==> config.mk <==
export PLATFORM = sky130hd
export DESIGN_NAME = uart_rx_param
export DESIGN_NICKNAME = d
export VERILOG_FILES = /design/src/rtl/uart_rx_param.sv
export SDC_FILE = /design/constraint.sdc
export NUM_CORES = 1
export LEC_CHECK = 0
export BUFFER_PORTS_ARGS = -buffer_cell sky130_fd_sc_hd__buf_2
export CORE_MARGIN = 5
export CORE_UTILIZATION = 45
export CTS_BUF_LIST = sky130_fd_sc_hd__clkbuf_2 sky130_fd_sc_hd__clkbuf_4 sky130_fd_sc_hd__clkbuf_8
export DETAILED_ROUTE_END_ITERATION = 16
export GPL_ROUTABILITY_DRIVEN = 0
export HOLD_SLACK_MARGIN = 0.02
export SETUP_SLACK_MARGIN = 0.1
export SLEW_MARGIN = 30
export SYNTH_ARGS = -nofsm -noshare
export SYNTH_HDL_FRONTEND = slang
export SYNTH_SLANG_ARGS = --single-unit
==> constraint.sdc <==
create_clock -name clk -period 5.6 [get_ports clk]
set_input_delay 0.28 -clock clk [delete_from_list [all_inputs] [get_ports clk]]
set_output_delay 0.28 -clock clk [all_outputs]
set_load 0.05 [all_outputs]
==> src/rtl/uart_rx_param.sv <==
// uart_rx_param: parametrised oversampling UART receiver with a two-flop
// synchroniser, 2-of-3 majority voting, false-start rejection and a
// valid/ready output with sticky overrun.
// Build macro UART_RX_FIFO_EN: completed frames are queued in a
// FIFO_DEPTH-entry FIFO instead of a single output register.
module uart_rx_param #(
  parameter int DATA_BITS  = 8,
  parameter int OVERSAMPLE = 16,
  parameter int STOP_BITS  = 1,
  parameter int DIV_W      = 16,
  parameter int FIFO_DEPTH = 4
) (
  input  logic                 clk,
  input  logic                 reset,
  input  logic                 rx_en,
  input  logic                 rxd,
  input  logic [DIV_W-1:0]     baud_div,
  input  logic [1:0]           parity_mode,
  output logic [DATA_BITS-1:0] rx_data,
  output logic                 rx_valid,
  input  logic                 rx_ready,
  output logic                 rx_perror,
  output logic                 rx_ferror,
  output logic                 rx_overrun,
  output logic                 rx_busy
);
  localparam int SC_W = $clog2(OVERSAMPLE);
  localparam int N_W  = $clog2(DATA_BITS);
  localparam int M    = OVERSAMPLE / 2;
  localparam logic [SC_W-1:0] SC_MA   = SC_W'(M - 1);
  localparam logic [SC_W-1:0] SC_MB   = SC_W'(M);
  localparam logic [SC_W-1:0] SC_MC   = SC_W'(M + 1);
  localparam logic [SC_W-1:0] SC_LAST = SC_W'(OVERSAMPLE - 1);
  localparam logic [N_W-1:0]  N_LAST  = N_W'(DATA_BITS - 1);

  if (DATA_BITS < 5 || DATA_BITS > 9 || OVERSAMPLE < 8 || OVERSAMPLE > 32 ||
      (OVERSAMPLE % 2) != 0 || STOP_BITS < 1 || STOP_BITS > 2 ||
      FIFO_DEPTH < 2 || (FIFO_DEPTH & (FIFO_DEPTH - 1)) != 0) begin : g_bad_params
    $error("uart_rx_param: illegal parameter value");
  end

  typedef enum logic [2:0] {S_IDLE, S_START, S_DATA, S_PARITY, S_STOP} state_t;

  state_t                 state_q, state_d;
  logic                   sync_q, rxs_q;
  logic [DIV_W-1:0]       tcnt_q, tcnt_d, div_q, div_d, div_eff;
  logic                   tick, decide, wrap, maj, exp_par;
  logic [SC_W-1:0]        sc_q, sc_d;
  logic [N_W-1:0]         n_q, n_d;
  logic                   stop_n_q, stop_n_d;
  logic [DATA_BITS-1:0]   shreg_q, shreg_d;
  logic                   v0_q, v0_d, v1_q, v1_d;
  logic                   perr_q, perr_d, ferr_q, ferr_d;
  logic [1:0]             pmode_q, pmode_d;
  logic                   done_q, done_d;

  // Two-flop synchroniser on the asynchronous line; idles high
  always_ff @(posedge clk) begin
    if (reset) begin
      sync_q <= 1'b1;
      rxs_q  <= 1'b1;
    end else begin
      sync_q <= rxd;
      rxs_q  <= sync_q;
    end
  end

  // Tick generator; the divisor follows baud_div until the frame leaves START
  always_comb begin
    div_d   = (state_q == S_IDLE || state_q == S_START) ? baud_div : div_q;
    div_eff = (div_d == '0) ? DIV_W'(1) : div_d;
    tick    = rx_en && (tcnt_q >= div_eff - DIV_W'(1));
    tcnt_d  = (!rx_en || tick) ? '0 : tcnt_q + DIV_W'(1);
    decide  = tick && (sc_q == SC_MC);
    wrap    = tick && (sc_q == SC_LAST);
    maj     = (v0_q & v1_q) | (v0_q & rxs_q) | (v1_q & rxs_q);
    exp_par = (^shreg_q) ^ pmode_q[1];
  end

  // Frame FSM: next state, sample counter, shift register and pending flags
  always_comb begin
    state_d  = state_q;
    sc_d     = sc_q;
    n_d      = n_q;
    stop_n_d = stop_n_q;
    shreg_d  = shreg_q;
    v0_d     = v0_q;
    v1_d     = v1_q;
    perr_d   = perr_q;
    ferr_d   = ferr_q;
    pmode_d  = pmode_q;
    done_d   = 1'b0;
    if (tick) sc_d = (sc_q == SC_LAST) ? '0 : sc_q + SC_W'(1);
    if (tick && sc_q == SC_MA) v0_d = rxs_q;
    if (tick && sc_q == SC_MB) v1_d = rxs_q;
    unique case (state_q)
      S_IDLE: begin
        if (tick && !rxs_q) begin
          state_d = S_START;
          sc_d    = '0;
          perr_d  = 1'b0;
          ferr_d  = 1'b0;
        end
      end
      S_START: begin
        if (decide && maj) begin
          state_d = S_IDLE;
          sc_d    = '0;
        end else if (wrap) begin
          state_d = S_DATA;
          sc_d    = '0;
          n_d     = '0;
          pmode_d = parity_mode;
        end
      end
      S_DATA: begin
        if (decide) shreg_d = {maj, shreg_q[DATA_BITS-1:1]};
        if (wrap) begin
          if (n_q == N_LAST) begin
            state_d  = (pmode_q[0] ^ pmode_q[1]) ? S_PARITY : S_STOP;
            sc_d     = '0;
            stop_n_d = 1'b0;
          end else begin
            n_d = n_q + N_W'(1);
          end
        end
      end
      S_PARITY: begin
        if (decide && (maj != exp_par)) perr_d = 1'b1;
        if (wrap) begin
          state_d  = S_STOP;
          sc_d     = '0;
          stop_n_d = 1'b0;
        end
      end
      S_STOP: begin
        if (decide) begin
          if (!maj) ferr_d = 1'b1;
          // Leave at the final decision so the next start edge is not missed
          if (stop_n_q == 1'(STOP_BITS - 1)) begin
            state_d = S_IDLE;
            sc_d    = '0;
            done_d  = 1'b1;
          end
        end else if (wrap) begin
          stop_n_d = 1'b1;
        end
      end
      default: state_d = S_IDLE;
    endcase
    if (!rx_en) begin
      state_d = S_IDLE;
      sc_d    = '0;
      perr_d  = 1'b0;
      ferr_d  = 1'b0;
      done_d  = 1'b0;
    end
  end

  // Receive-path state registers
  always_ff @(posedge clk) begin
    if (reset) begin
      state_q  <= S_IDLE;
      tcnt_q   <= '0;
      div_q    <= '0;
      sc_q     <= '0;
      n_q      <= '0;
      stop_n_q <= 1'b0;
      shreg_q  <= '0;
      v0_q     <= 1'b1;
      v1_q     <= 1'b1;
      perr_q   <= 1'b0;
      ferr_q   <= 1'b0;
      pmode_q  <= 2'b00;
      done_q   <= 1'b0;
    end else begin
      state_q  <= state_d;
      tcnt_q   <= tcnt_d;
      div_q    <= div_d;
      sc_q     <= sc_d;
      n_q      <= n_d;
      stop_n_q <= stop_n_d;
      shreg_q  <= shreg_d;
      v0_q     <= v0_d;
      v1_q     <= v1_d;
      perr_q   <= perr_d;
      ferr_q   <= ferr_d;
      pmode_q  <= pmode_d;
      done_q   <= done_d;
    end
  end

  assign rx_busy = (state_q != S_IDLE);

`ifdef UART_RX_FIFO_EN
  localparam int AW = $clog2(FIFO_DEPTH);
  logic [DATA_BITS+1:0] fifo_mem [FIFO_DEPTH];
  logic [DATA_BITS+1:0] head;
  logic [AW:0]          wp_q, wp_d, rp_q, rp_d;
  logic                 ovr_q, ovr_d, empty, full, pop, push;

  // FIFO pointers and overrun; the head is read combinationally so a pop
  // presents the next word immediately
  always_comb begin
    empty = (wp_q == rp_q);
    full  = (wp_q[AW] != rp_q[AW]) && (wp_q[AW-1:0] == rp_q[AW-1:0]);
    pop   = !empty && rx_ready;
    push  = done_q && (!full || pop);
    wp_d  = push ? wp_q + (AW+1)'(1) : wp_q;
    rp_d  = pop ? rp_q + (AW+1)'(1) : rp_q;
    ovr_d = ovr_q;
    if (done_q && !push) ovr_d = 1'b1;
    if (pop) ovr_d = 1'b0;
    head  = empty ? '0 : fifo_mem[rp_q[AW-1:0]];
  end

  // FIFO storage, written on push
  always_ff @(posedge clk) begin
    if (push) fifo_mem[wp_q[AW-1:0]] <= {ferr_q, perr_q, shreg_q};
  end

  // FIFO control registers
  always_ff @(posedge clk) begin
    if (reset) begin
      wp_q  <= '0;
      rp_q  <= '0;
      ovr_q <= 1'b0;
    end else begin
      wp_q  <= wp_d;
      rp_q  <= rp_d;
      ovr_q <= ovr_d;
    end
  end

  assign rx_valid   = !empty;
  assign rx_data    = head[DATA_BITS-1:0];
  assign rx_perror  = head[DATA_BITS];
  assign rx_ferror  = head[DATA_BITS+1];
  assign rx_overrun = ovr_q;
`else
  logic [DATA_BITS-1:0] rdata_q, rdata_d;
  logic                 valid_q, valid_d, pe_q, pe_d, fe_q, fe_d, ovr_q, ovr_d;
  logic                 accept;

  // Single output register with valid/ready handshake and drop-on-full
  always_comb begin
    rdata_d = rdata_q;
    valid_d = valid_q;
    pe_d    = pe_q;
    fe_d    = fe_q;
    ovr_d   = ovr_q;
    accept  = valid_q && rx_ready;
    if (done_q && (!valid_q || rx_ready)) begin
      rdata_d = shreg_q;
      pe_d    = perr_q;
      fe_d    = ferr_q;
      valid_d = 1'b1;
    end else begin
      if (done_q) ovr_d = 1'b1;
      if (accept) valid_d = 1'b0;
      if (!valid_d) begin
        pe_d = 1'b0;
        fe_d = 1'b0;
      end
    end
    if (accept) ovr_d = 1'b0;
  end

  // Output registers
  always_ff @(posedge clk) begin
    if (reset) begin
      rdata_q <= '0;
      valid_q <= 1'b0;
      pe_q    <= 1'b0;
      fe_q    <= 1'b0;
      ovr_q   <= 1'b0;
    end else begin
      rdata_q <= rdata_d;
      valid_q <= valid_d;
      pe_q    <= pe_d;
      fe_q    <= fe_d;
      ovr_q   <= ovr_d;
    end
  end

  assign rx_data    = rdata_q;
  assign rx_valid   = valid_q;
  assign rx_perror  = pe_q;
  assign rx_ferror  = fe_q;
  assign rx_overrun = ovr_q;
`endif

endmodule

---- Word level (Yosys, flattened, before mapping) ----
Cells that the tools add are included.
word-level totals
  input bits .............................. 23
  logic and storage cells ................. 144
  output and inout bits ................... 13
  register bits ........................... 72
operators by class
  muxes and demuxes ....................... 46
  magnitude comparators ................... 1
  reductions and logical operators ........ 36
  equality and inequality tests ........... 25
  $add $sub $neg .......................... 4
  bitwise gates (word level) .............. 12
operator list
  operator               count
  $mux 3                 13
  $mux 4                 9
  $mux 16                2
  $ne 2x2->1 const B     13
  $pmux 4 s5             1
  $add 16x1->16 const B  1
  $ge 16x16->1           1
  $logic_not 16->1       1
  $mux 1                 16
  $sub 16x1->16 const B  1
  $pmux 3 s5             1
  $eq 4x4->1 const B     3
  $logic_and 1x1->1      10
  $reduce_xor 8->1       1
  $reduce_and 7->1       1
  $eq 3x2->1 const B     2
  $eq 3x3->1 const B     2
  $pmux 3 s2             1
  $reduce_and 3->1       2
  $reduce_and 6->1       1
  $reduce_bool 2->1      3
  $reduce_bool 3->1      2
  $reduce_or 2->1        3
  $not 1->1              5
  19 further kinds       29

---- Longest topological paths before layout ----
  word-level depth ........................ 12
  gate-level depth with buffers ........... 22
  depth with buffers taken out ............ 19

---- Worst setup path after synthesis ----
Ideal clock, no wire load.
  kind .................................... flip-flop to flip-flop
  start ................................... reg state_q[2]
  end ..................................... reg state_q[2]
  buffers on the path ..................... 2
  stages on the path, launching flop included .. 22
  clock period less this slack ............ 4.365 ns
  data arrival time ....................... 4.293 ns
  setup slack ............................. 1.235 ns
  required time ........................... 5.528 ns
  library setup time ...................... 0.072 ns
  path through ............................ dfxtp_1 > or2_1 > buf_6 > buf_8 > a21oi_1 > nor3b_1 > o2111ai_1 > and2_1 > ha_1 > and4b_4 > nand4_1 > or3_1 > a21oi_1 > a21oi_1 > ha_1 > nand4_1 > nor3_2 > o311ai_4 > a311o_1 > o21a_1 > nor3_4 > mux2i_1
on the way
  cells in the longest elaborated chain, start to end .. 12
  elaborated cells between the ends (all ways) .. 26
  those cells by class .................... 1 x add/sub; 1 x order compare; 11 x eq/ne; 4 x mux; 9 x reduce/logical
ends and longest elaborated chain
  element                                                          RTL line  source
  start, declared                                                  44        state_t state_q, state_d;
  start signal, assigned                                           177       state_q <= state_d;
  $eq 3x1->1 or $logic_not 3->1 (tied branches)                    70, 96
  $logic_or 1x1->1                                                 70        div_d = (state_q == S_IDLE || state_q == S_START) ? baud_div : div_q;
  $mux 16                                                          70
  $logic_not 16->1                                                 71        div_eff = (div_d == '0) ? DIV_W'(1) : div_d;
  $mux 16                                                          71
  $sub 16x1->16                                                    72        tick = rx_en && (tcnt_q >= div_eff - DIV_W'(1));
  $ge 16x16->1                                                     72
  $logic_and 1x1->1                                                72
  $logic_and 1x1->1                                                74        decide = tick && (sc_q == SC_MC);
  $logic_and 1x1->1                                                106       if (decide && maj) begin
  $ne 3x2->1 (no source line) or $mux 3 (tied branches)            --
  $reduce_and 7->1 (no source line) or $pmux 3 s5 (tied branches)  --
Parallel ways exist; a longest one is shown, timed or not.
A chain may end at the register's enable or synchronous reset.

---- Final worst setup path ----
Same ends and word-level chain as after synthesis.

==> reports/metrics.csv <==
stage;metric;value;unit
outcome;status;complete, no violations;
synth;main combinational cell family by area after synthesis;simple AND/OR/NAND/NOR gates;
setup_path;Worst Reg-to-Reg Cells;20;
setup_path;Crit-path slowest cell;a311o_1;
synth;Synth Area in Simple Gates;0.246;
synth;ys async rst share;0;
sta;count of pins over their slew limit;0;
clock_network;Clock Latency Late Sink;0.35;ns
placement;DP HPWL;6820;um
global_route;first-pass GRT wire length;15500;um
cells_and_area;most common cell after layout, fill and taps aside;dfxtp_1;
synth;post-synthesis xor/xnor area fraction;0.0844;
setup_path;r2r setup slk;0.59;ns
setup_path;worst endpoint required time;5.88;ns
floorplan;Die Area;0.0107;mm2
sta;clk_skew;0.0111;ns
clock_network;Sink Count;72;
cells_and_area;antenna fix cells;0;
setup_path;Crit path buffers/inverters;1;
synth;mean post-synth cell area;8.67;um2
floorplan;die width;104;um
floorplan;Ports;36;
setup_path;crit path cell chain;or2_1 -> buf_12 -> a21oi_2 -> nor3_1 -> o2111ai_1 -> and2_1 -> ha_1 -> and4b_4 -> nand2_1 -> nor3_2 -> nand3_1 -> xnor2_1 -> ha_1 -> nand4_1 -> nor3_2 -> a21oi_1 -> a311o_1 -> o21a_1 -> nor3_4 -> mux2i_1;
clock_network;CTS Buffer Depth;2;
run;max-cap violation count;0;
power_and_ir_drop;pwr dens;238;mW/mm2
routing;Vias per Instance;5.41;
power_and_ir_drop;Tot Pwr;1.06;mW
floorplan;row count;34;
sta;Max-slew headroom;0.418;
synth;Synth Cell Area;0.00395;mm2
synth;EDFF count, synth;0;
setup_path;critical path data arrival time;5.29;ns
clock_network;clk root buf;clkbuf_8;
clock_network;Hold Buf Count CTS;0;
floorplan;Starting Density;0.457;
setup_path;Setup Crit Path Kind;reg -> reg;
sta;crit path time final;5.01;ns
synth;Mapped Cells;455;
routing;total wire length;8960;um
synth;Ys Warns;0;
global_route;Overflow after GRT;0;
synth;main flop type after synthesis;dfxtp_1;
global_route;gr usage total;0.172;
global_route;initial antenna violation count;0;
synth;register bit count reported by yosys;72;
routing;Routed Antenna Nets;0;
routing;iteration-0 DRC count of the detailed router;99;
clock_network;TritonCTS clock tree;done;
clock_network;H-tree depth;3;
routing;drt wl/cell;14.9;um
sta;WHS;0.106;ns
cells_and_area;most frequent cells in the layout;dfxtp_1 (72), nor2_1 (65), nand2_1 (48);
sta;Hold Fails Final Rpt;0;
setup_path;critical path launch point type;flop;
synth;Adder-Cell Fraction of Synth Area;0.0755;
synth;mux contribution to synthesized area;0.0818;
power_and_ir_drop;VDD IR-drop max;0.190;mV
sta;Worst-Margin Slew;0.873;ns
cells_and_area;Area Overhead vs Synth;13.0;%
synth;Synth cell types;56;
min_path;Hold Path Stages;2;
global_route;vias in the first global route;3205;
sta;unrepaired setup endpoints after global routing;false;
min_path;Hold Path Class;in -> reg;
setup_path;WP depth;20;
setup_path;crit-path max FO;17;
routing;detailed-route via count;3257;
synth;Compound-Gate Fraction of Synth Area;0.120;
setup_path;crit end category;flop;
synth;Seq/Total Area, Yosys;0.365;
clock_network;total CTS buffers;9;
placement;IO buf count;35;
clock_network;CTS clk-pin slew, worst paths;0.08;ns
cells_and_area;nets;535;
sta;post-route setup TNS;0;ns
sta;number of setup violations in the final report;0;
setup_path;max incr delay on CP;0.42;ns
synth;syn_nets;501;
cells_and_area;layout cells sized above 1;0.158;
floorplan;core area;0.00864;mm2
routing;Pre-antenna DRT Iters;4;
sta;fmax;200;MHz
setup_path;family with the most delay on the worst path;simple AND/OR/NAND/NOR gates;
floorplan;Die H;104;um
routing;DRC viols;0;
sta;period utilization;0.894;
power_and_ir_drop;leakage;1.77;nW
global_route;largest net degree at the start of global routing;49;
## per-stage QoR
stage / util / std cells / setup slack (ns) / cell area, um2
6_report: 0.516 / 602 / 0.591 / 4460
5_1_grt: 0.516 / 602 / 0.208 / 4460
4_1_cts: 0.514 / 602 / 0.281 / 4440
3_5_place_dp: 0.488 / 586 / 0.306 / 4210
3_3_place_gp: 0.488 / 586 / 0.479 / 4210
2_1_floorplan: - / 455 / 1.23 / 3950
## power breakdown
group	internal, mW	switching [mW]	leakage, nW
sequential	0.519	0.00605	0.585
clock	0.257	0.217	0.116
combinational	0.0248	0.0386	1.07
## synth_stat cells, types with 6 or more instances
cell type / number / area, um2
dfxtp_1: 72 / 1440
nor2_1: 65 / 244
nand2_1: 48 / 180
a21oi_1: 34 / 170
ha_1: 23 / 288
mux2i_1: 23 / 230
nand3_1: 21 / 105
xnor2_1: 21 / 184
xor2_1: 17 / 149
and3_1: 8 / 50.1
clkbuf_1: 8 / 30.0
o21ai_0: 8 / 40.0
inv_1: 7 / 26.3
nand2b_1: 7 / 43.8
nor3_1: 7 / 35.0
nand4_1: 6 / 37.5
nor2b_1: 6 / 37.5
nor4_1: 6 / 37.5
## sequential cells by signal, summed over array words and instances, names as in the netlist, 2 cells and up
| signal | cells |
|---|---|
| rx_data | 8 |
| sc_q | 4 |
| state_q | 3 |
| shreg_q | 8 |
| n_q | 3 |
| pmode_q | 2 |
| tcnt_q | 16 |
| div_q | 16 |
## area by class of cell
cell class	count	area [um2]
Clock buffer	9	124
Clock inverter	7	103
Inverter	7	26.3
Tap cell	108	135
Sequential cell	72	1440
Fill cell	835	4180
Multi-Input combinational cell	361	2420
Timing Repair Buffer	38	210
## repair_timing
action,4_1_cts,5_1_grt
gates resized for setup,0,4
endpoints found under the setup margin,0,18
setup buffers,0,0
## kinds of logic (layout without fill, tap and decap cells)
group,Yosys count,count (layout)
simple gates,199,199
flops,72,72
compound gates,71,71
xor+xnor,38,38
mux,29,29
fa+ha+maj,24,24
buf+inv,22,61
## per-layer routing
| metal | wire length (um) | global-route usage | share of wire |
|---|---|---|---|
| met1 | 4680 | 0.249 | 0.52 |
| met2 | 3920 | 0.258 | 0.44 |
| met3 | 278 | 0.0392 | 0.031 |
| met4 | 73 | 0.0440 | 0.0081 |
| met5 | 0 | 0 | 0 |
## worst paths after layout
path | to | startpoint
worst max-delay path | state_q[2] | state_q[2]
worst min-delay path | sync_q | rxd
worst max register to register | state_q[2] | state_q[2]
worst min register to register | rxs_q | sync_q
Note: power is estimated with default switching activity, not from simulation.
